--- src/rtl/fifo_sync_param.sv ---
// Parametrised synchronous FIFO: any depth >= 2, simultaneous push/pop,
// occupancy count, almost-full/almost-empty thresholds and sticky
// overflow/underflow flags. Registered read data with a one-cycle valid.
module fifo_sync_param #(
   parameter int WIDTH    = 8,
   parameter int DEPTH    = 10,
   parameter int AF_LEVEL = DEPTH - 2,
   parameter int AE_LEVEL = 2,
   localparam int CW      = $clog2(DEPTH + 1)
) (
   input  logic             clk,
   input  logic             reset_n,
   input  logic             clear,
   input  logic             push,
   input  logic [WIDTH-1:0] data_in,
   input  logic             pop,
   output logic [WIDTH-1:0] data_out,
   output logic             data_valid,
   output logic             full,
   output logic             empty,
   output logic             almost_full,
   output logic             almost_empty,
   output logic [CW-1:0]    count,
   output logic             overflow,
   output logic             underflow
);

   localparam int PW = $clog2(DEPTH);
   localparam logic [PW-1:0] LAST_PTR = PW'(DEPTH - 1);
   localparam logic [CW-1:0] DEPTH_C  = CW'(DEPTH);
   localparam logic [CW-1:0] AF_C     = CW'(AF_LEVEL);
   localparam logic [CW-1:0] AE_C     = CW'(AE_LEVEL);

   logic [WIDTH-1:0] mem [DEPTH];
   logic [PW-1:0]    wr_ptr;
   logic [PW-1:0]    rd_ptr;
   logic [CW-1:0]    count_next;
   logic             push_ok;
   logic             pop_ok;

   // Pointers wrap by compare so non-power-of-two depths need no modulo.
   function automatic logic [PW-1:0] ptr_next(input logic [PW-1:0] p);
      return (p == LAST_PTR) ? '0 : p + PW'(1);
   endfunction

   // Flags decode the registered count only, so they never glitch mid-cycle.
   assign full         = (count == DEPTH_C);
   assign empty        = (count == '0);
   assign almost_full  = (count >= AF_C);
   assign almost_empty = (count <= AE_C);

   // A push into a full FIFO is legal when a pop frees the oldest slot.
   assign pop_ok  = pop & ~empty;
   assign push_ok = push & (~full | pop);

   // Occupancy after this edge's accepted operations.
   always_comb begin
      count_next = count;
      unique case ({push_ok, pop_ok})
         2'b10:   count_next = count + CW'(1);
         2'b01:   count_next = count - CW'(1);
         default: count_next = count;
      endcase
   end

   // Storage write; contents are never reset, a flush only moves pointers.
   always_ff @(posedge clk) begin
      if (push_ok && !clear) begin
         mem[wr_ptr] <= data_in;
      end
   end

   // Pointers, count, read-valid pulse and sticky error flags.
   always_ff @(posedge clk or negedge reset_n) begin
      if (!reset_n) begin
         wr_ptr     <= '0;
         rd_ptr     <= '0;
         count      <= '0;
         data_valid <= 1'b0;
         overflow   <= 1'b0;
         underflow  <= 1'b0;
      end else if (clear) begin
         wr_ptr     <= '0;
         rd_ptr     <= '0;
         count      <= '0;
         data_valid <= 1'b0;
         overflow   <= 1'b0;
         underflow  <= 1'b0;
      end else begin
         if (push_ok) begin
            wr_ptr <= ptr_next(wr_ptr);
         end
         if (pop_ok) begin
            rd_ptr <= ptr_next(rd_ptr);
         end
         count      <= count_next;
         data_valid <= pop_ok;
         if (push && full && !pop) begin
            overflow <= 1'b1;
         end
         if (pop && empty) begin
            underflow <= 1'b1;
         end
      end
   end

   // Registered read data; holds its last value unless a pop is accepted.
   always_ff @(posedge clk or negedge reset_n) begin
      if (!reset_n) begin
         data_out <= '0;
      end else if (pop_ok && !clear) begin
         data_out <= mem[rd_ptr];
      end
   end

endmodule

--- config.mk ---
export PLATFORM = sky130hd
export DESIGN_NAME = fifo_sync_param
export DESIGN_NICKNAME = d
export VERILOG_FILES = /design/src/rtl/fifo_sync_param.sv
export SDC_FILE = /design/constraint.sdc
export NUM_CORES = 1
export LEC_CHECK = 0
export CORE_MARGIN = 2
export CORE_UTILIZATION = 62
export CTS_CLUSTER_DIAMETER = 150
export DETAILED_ROUTE_END_ITERATION = 10
export HOLD_SLACK_MARGIN = 0.02
export PLACE_DENSITY = 0.91
export SKIP_CTS_REPAIR_TIMING = 1
export SYNTH_ARGS = -nofsm -noshare
export SYNTH_HDL_FRONTEND = slang
export SYNTH_SLANG_ARGS = --single-unit
--- constraint.sdc ---
create_clock -name clk -period 7.5 [get_ports clk]
set_input_delay 0.75 -clock clk [delete_from_list [all_inputs] [get_ports clk]]
set_output_delay 0.75 -clock clk [all_outputs]
set_load 0.02 [all_outputs]
== Yosys cells after proc, flatten, opt, wreduce, memory -nomap -nowiden ==
Memories as Yosys holds them, arrays and structs flattened. A register that Yosys moved wholly into a read port is not among the register bits.
Index checks and enable logic that the tools add are counted.
Word-level totals
  memory bits (writable): 80
  word-level logic and storage cells: 52
  bits in read-only memories: 0
  register bits after elaboration: 15
  memories kept: 1
  bits in latches: 0
  input port bits: 13
Operators by class
  equal/unequal tests: 5
  shift-type cells: 0
  mux-type cells: 15
  divide/modulo/power cells: 0
  $mul: 0
  bitwise logic cells: 5
  magnitude comparators: 2
  reduce and logical (&&, ||, !) cells: 14
  add/sub/neg operators: 4
Memory list
  mem: depth 10, width 8, rd ports 1, clocked after memory_dff 1, wr ports 1, RTL line 34  | logic [WIDTH-1:0] mem [DEPTH];
Operators with widths (number)
  2-to-1 mux 4 bit: 7
  adder 4 x 1 -> 4 bit, second input constant: 3
  == test 4 bit, second input constant: 3
  one-hot mux 4 bit (2 select lines): 1
  nonzero test 2 bit: 4
  2-to-1 mux 1 bit: 7
  logical AND 1 bit: 5
  >= comparator 4 bit, second input constant: 1
  less-or-equal comparator 4 x 2 -> 1 bit, second input constant: 1
  zero test 4 bit: 1
  subtractor 4 x 1 -> 4 bit, second input constant: 1
  zero test 1 bit: 3
  nonzero test 3 bit: 1
  AND 1 bit: 2
  == test 2 x 1 -> 1 bit, second input constant: 1
  == test 2 bit, second input constant: 1
  NOT 1 bit: 2
  OR 1 bit: 1

== Depth between registers and ports, before layout ==
  word-level depth: 7
  mapped depth: 9
  gate-level depth less buffers: 8

== Worst setup path after synthesis ==
No wires, ideal clock.
  kind: reg2reg
  from: reg count[0]
  to: mem mem[6][0], enable pin
  period minus slack after synthesis: 2561 ps
  data arrival time: 2163 ps
  data required time: 7102 ps
  path buffers: 1
  setup slack: 4939 ps
  library setup time: 398 ps
  cell stages (with the launch flop): 6
  cells stage by stage: dfrtp_1 > buf_2 > nand4bb_1 > o21ai_1 > or2_1 > nor4b_1
On the way
  longest elaborated chain between the ends: 7
Ends and longest elaborated chain
  start: declaration: RTL line 23  | output logic [CW-1:0] count,
  start signal: assignment: RTL line 96  | count <= count_next;
  == test 4 bit: RTL line 47  | assign full = (count == DEPTH_C);
  NOT 1 bit: RTL line 54  | assign push_ok = push & (~full | pop);
  OR 1 bit: RTL line 54
  AND 1 bit: RTL line 54
  logical AND 1 bit: RTL line 68  | if (push_ok && !clear) begin
  2-to-1 mux 1 bit: RTL line 68
  2-to-1 mux 1 bit (not written as such): RTL line 69  | mem[wr_ptr] <= data_in;
  end: declaration: RTL line 34
Every way passes these cells.

== Final worst setup path ==
  from: in pop
  to: mem mem[0][7], enable pin
On the way
  longest elaborated chain between the ends: 5
Ends and longest elaborated chain
  start: declaration: RTL line 16  | input logic pop,
  OR 1 bit: RTL line 54
  AND 1 bit: RTL line 54
  logical AND 1 bit: RTL line 68
  2-to-1 mux 1 bit: RTL line 68
  2-to-1 mux 1 bit (not written as such): RTL line 69
Every way passes these cells.

==> impl_metrics.py <==
metrics = {
    "outcome": {
        "status": "finished clean",
    },
    "final_layout": {
        "area_growth_pct": 12.4,
        "finalInstanceArea_um2": 4830,
        "fin_util_pct": 71.6,
        "drive_gt1_share_pct": 13.3,
        "finalNetCount": 336,
        "antenna_cells": 0,
        "fin_cells": 404,
    },
    "logic_synthesis": {
        "synth_edf_count": 80,
        "yosysTopAreaCell": "edfxtp_1",
        "synth.distinct_cells": 42,
        "postSynthCellCount": 288,
        "avgSynthCellArea_um2": 14.9,
        "ys_ff_latch": 103,
        "synth_warnings": 0,
        "synthTopCellsByArea": "edfxtp_1, dfrtp_1, mux4_2",
        "ys_async_sr_fraction_pct": 22.3,
        "synth_top_area_share_pct": 55.9,
        "syn-num-nets": 305,
        "syn_area_um2": 4300,
        "yosysSeqAreaShare_pct": 69.2,
        "yosys.cell_count.top_type": "edfxtp_1",
        "yosys-top-cells-count": "edfxtp_1, nand2_1, dfrtp_1",
        "synth-main-ff-cell": "edfxtp_1",
    },
    "sta": {
        "worst_hold_slack_ns": 0.493,
        "setup_violations": 0,
        "fin_crit_sh_pct": 39.2,
        "fin_tns_setup_ns": 0,
        "worst_pin_slew_ns": 1.02,
        "hold_violations": 0,
        "worst_slack_ns": 4.56,
        "drv_slew": 0,
        "fmax_mhz": 340,
        "finClkSkew_ns": 0.00797,
        "rsz0062_at_grt": "false",
        "fin_crit_ns": 2.94,
        "relSlewSlack_pct": 31.2,
    },
    "cts": {
        "cts_buffers": 9,
        "clock_insertion_delay_worst_skew_ns": 0.36,
        "cts_tree": "done",
        "htree_levels": 3,
        "cts_num_sinks": 103,
        "clk_pin_slew_worst_paths_ns": 0.08,
        "cts_root_buf": "clkbuf_8",
        "clock_path_buffers": 2,
    },
    "global_routing": {
        "grt_max_degree": 30,
        "antenna_found_initial": 0,
        "gr-total-overflow": 0,
        "grt_pass1_vias": 2349,
        "grt.total_usage_pct": 21.6,
        "grt_pass1_wl_mm": 12.0,
    },
    "floorplan": {
        "rows": 30,
        "start_util_pct": 63.6,
        "core_area_um2": 6760,
        "die_w_um": 87.3,
        "dieArea_um2": 7620,
        "io_pins": 32,
        "dieHeight_um": 87.3,
    },
    "placed_design": {
        "dpl-instance-area_um2": 4670,
        "io_buffers": 31,
        "dp_hpwl_mm": 5.19,
        "gp_congestion": 0.837,
        "dp_slack_ns": 4.15,
        "place_inst": 388,
    },
    "detailed_routing": {
        "vias_per_cell": 5.94,
        "routed_wl_mm": 7.51,
        "ant_nets": 0,
        "drtIter0Drc": 232,
        "wl_per_cell_um": 18.6,
        "post-route-drc-count": 0,
        "drtPass1Iterations": 4,
        "vias": 2400,
    },
    "setup_path": {
        "end_kind": "flop",
        "arrival_ns": 2.93,
        "worstPathRequired_ns": 7.49,
        "crit_fanout": 8,
        "worstSetupPathType": "primary input to flop",
        "cp-start-kind": "primary input",
    },
    "power": {
        "ir_worst_vdd_mv": 0.183,
        "leakagePower_nw": 1.69,
        "powerDensity_nw_per_um2": 286,
        "finalPower_mw": 1.38,
    },
    "worst_hold_path": {
        "hold_path_class": "flop to flop",
    },
    "flow_run": {
        "maxCapViolations": 0,
    },
}
[logic make-up (layout without fill, tap and decap cells)]
group / after synthesis / in the layout / share of synthesized area, %
simple gates: 87 / 87 / 9.11
flops: 103 / 103 / 69.2
compound gates: 38 / 38 / 5.67
xor+xnor: 4 / 4 / 0.815
buf+inv: 23 / 59 / 2.47
fa+ha+maj: 4 / 4 / 1.16
mux: 29 / 29 / 11.5
[placed cells by master, fill, tap and decap left out, drive strengths merged, types with 2 or more instances in the layout]
master,n
nor4,3
xnor2,3
edfxtp,80
clkinv,5
buf,5
nand2b,3
nor3,6
inv,6
clkdlybuf4s50,31
mux2i,12
or2,2
nand2,44
or3,2
a21oi,7
dfrtp,23
nor2,22
ha,4
clkbuf,11
a31oi,2
mux4,16
o21ai,21
[registers in the layout (all words and copies together) (netlist names)]
register / flops
count: 4
data_out: 8
data_valid: 1
mem: 80
overflow: 1
rd_ptr: 4
underflow: 1
wr_ptr: 4
[layout make-up]
| cell class | count | area (um2) |
|---|---|---|
| Timing Repair Buffer | 36 | 348 |
| Tap cell | 80 | 100 |
| Multi-Input combinational cell | 162 | 1220 |
| Inverter | 7 | 26.3 |
| Clock buffer | 11 | 131 |
| Fill cell | 435 | 1920 |
| Sequential cell | 103 | 2980 |
| Clock inverter | 5 | 35.0 |
[power breakdown]
part           switching (mW)  leakage (nW)  internal (mW)  total, mW
clock                   0.175        0.0833          0.121      0.296
sequential             0.0403          1.03          0.654      0.694
combinational           0.201         0.584          0.190      0.391
[critical path, cell delays in order]
cell and delay [ns]:
clkdlybuf4s50_1 0.62, o21ai_1 0.13, or2_1 0.28, or3_1 0.37
nor3_1 0.77
[path summary, 6_finish.rpt]
check	cells after the start	slack, ns	start	to
hold reg to reg	2	0.49	data_out[2]	data_out[2]
setup / recovery	5	4.56	pop	mem[0][7]
hold / removal	2	0.49	data_out[2]	data_out[2]
min in group asynchronous	1	0.93	reset_n	data_out[0]
max in group asynchronous	1	5.97	reset_n	wr_ptr[1]
setup reg to reg	5	4.74	count[0]	mem[0][7]
[layer usage]
metal	up-vias	global-route usage (%)	routed length, um
met5	-	0	0
met3	7	6.82	462
met4	0	5.17	68
met1	1186	30.2	3280
met2	84	33.7	3700
li1	1123	-	-
(Power assumes the default switching activity.)
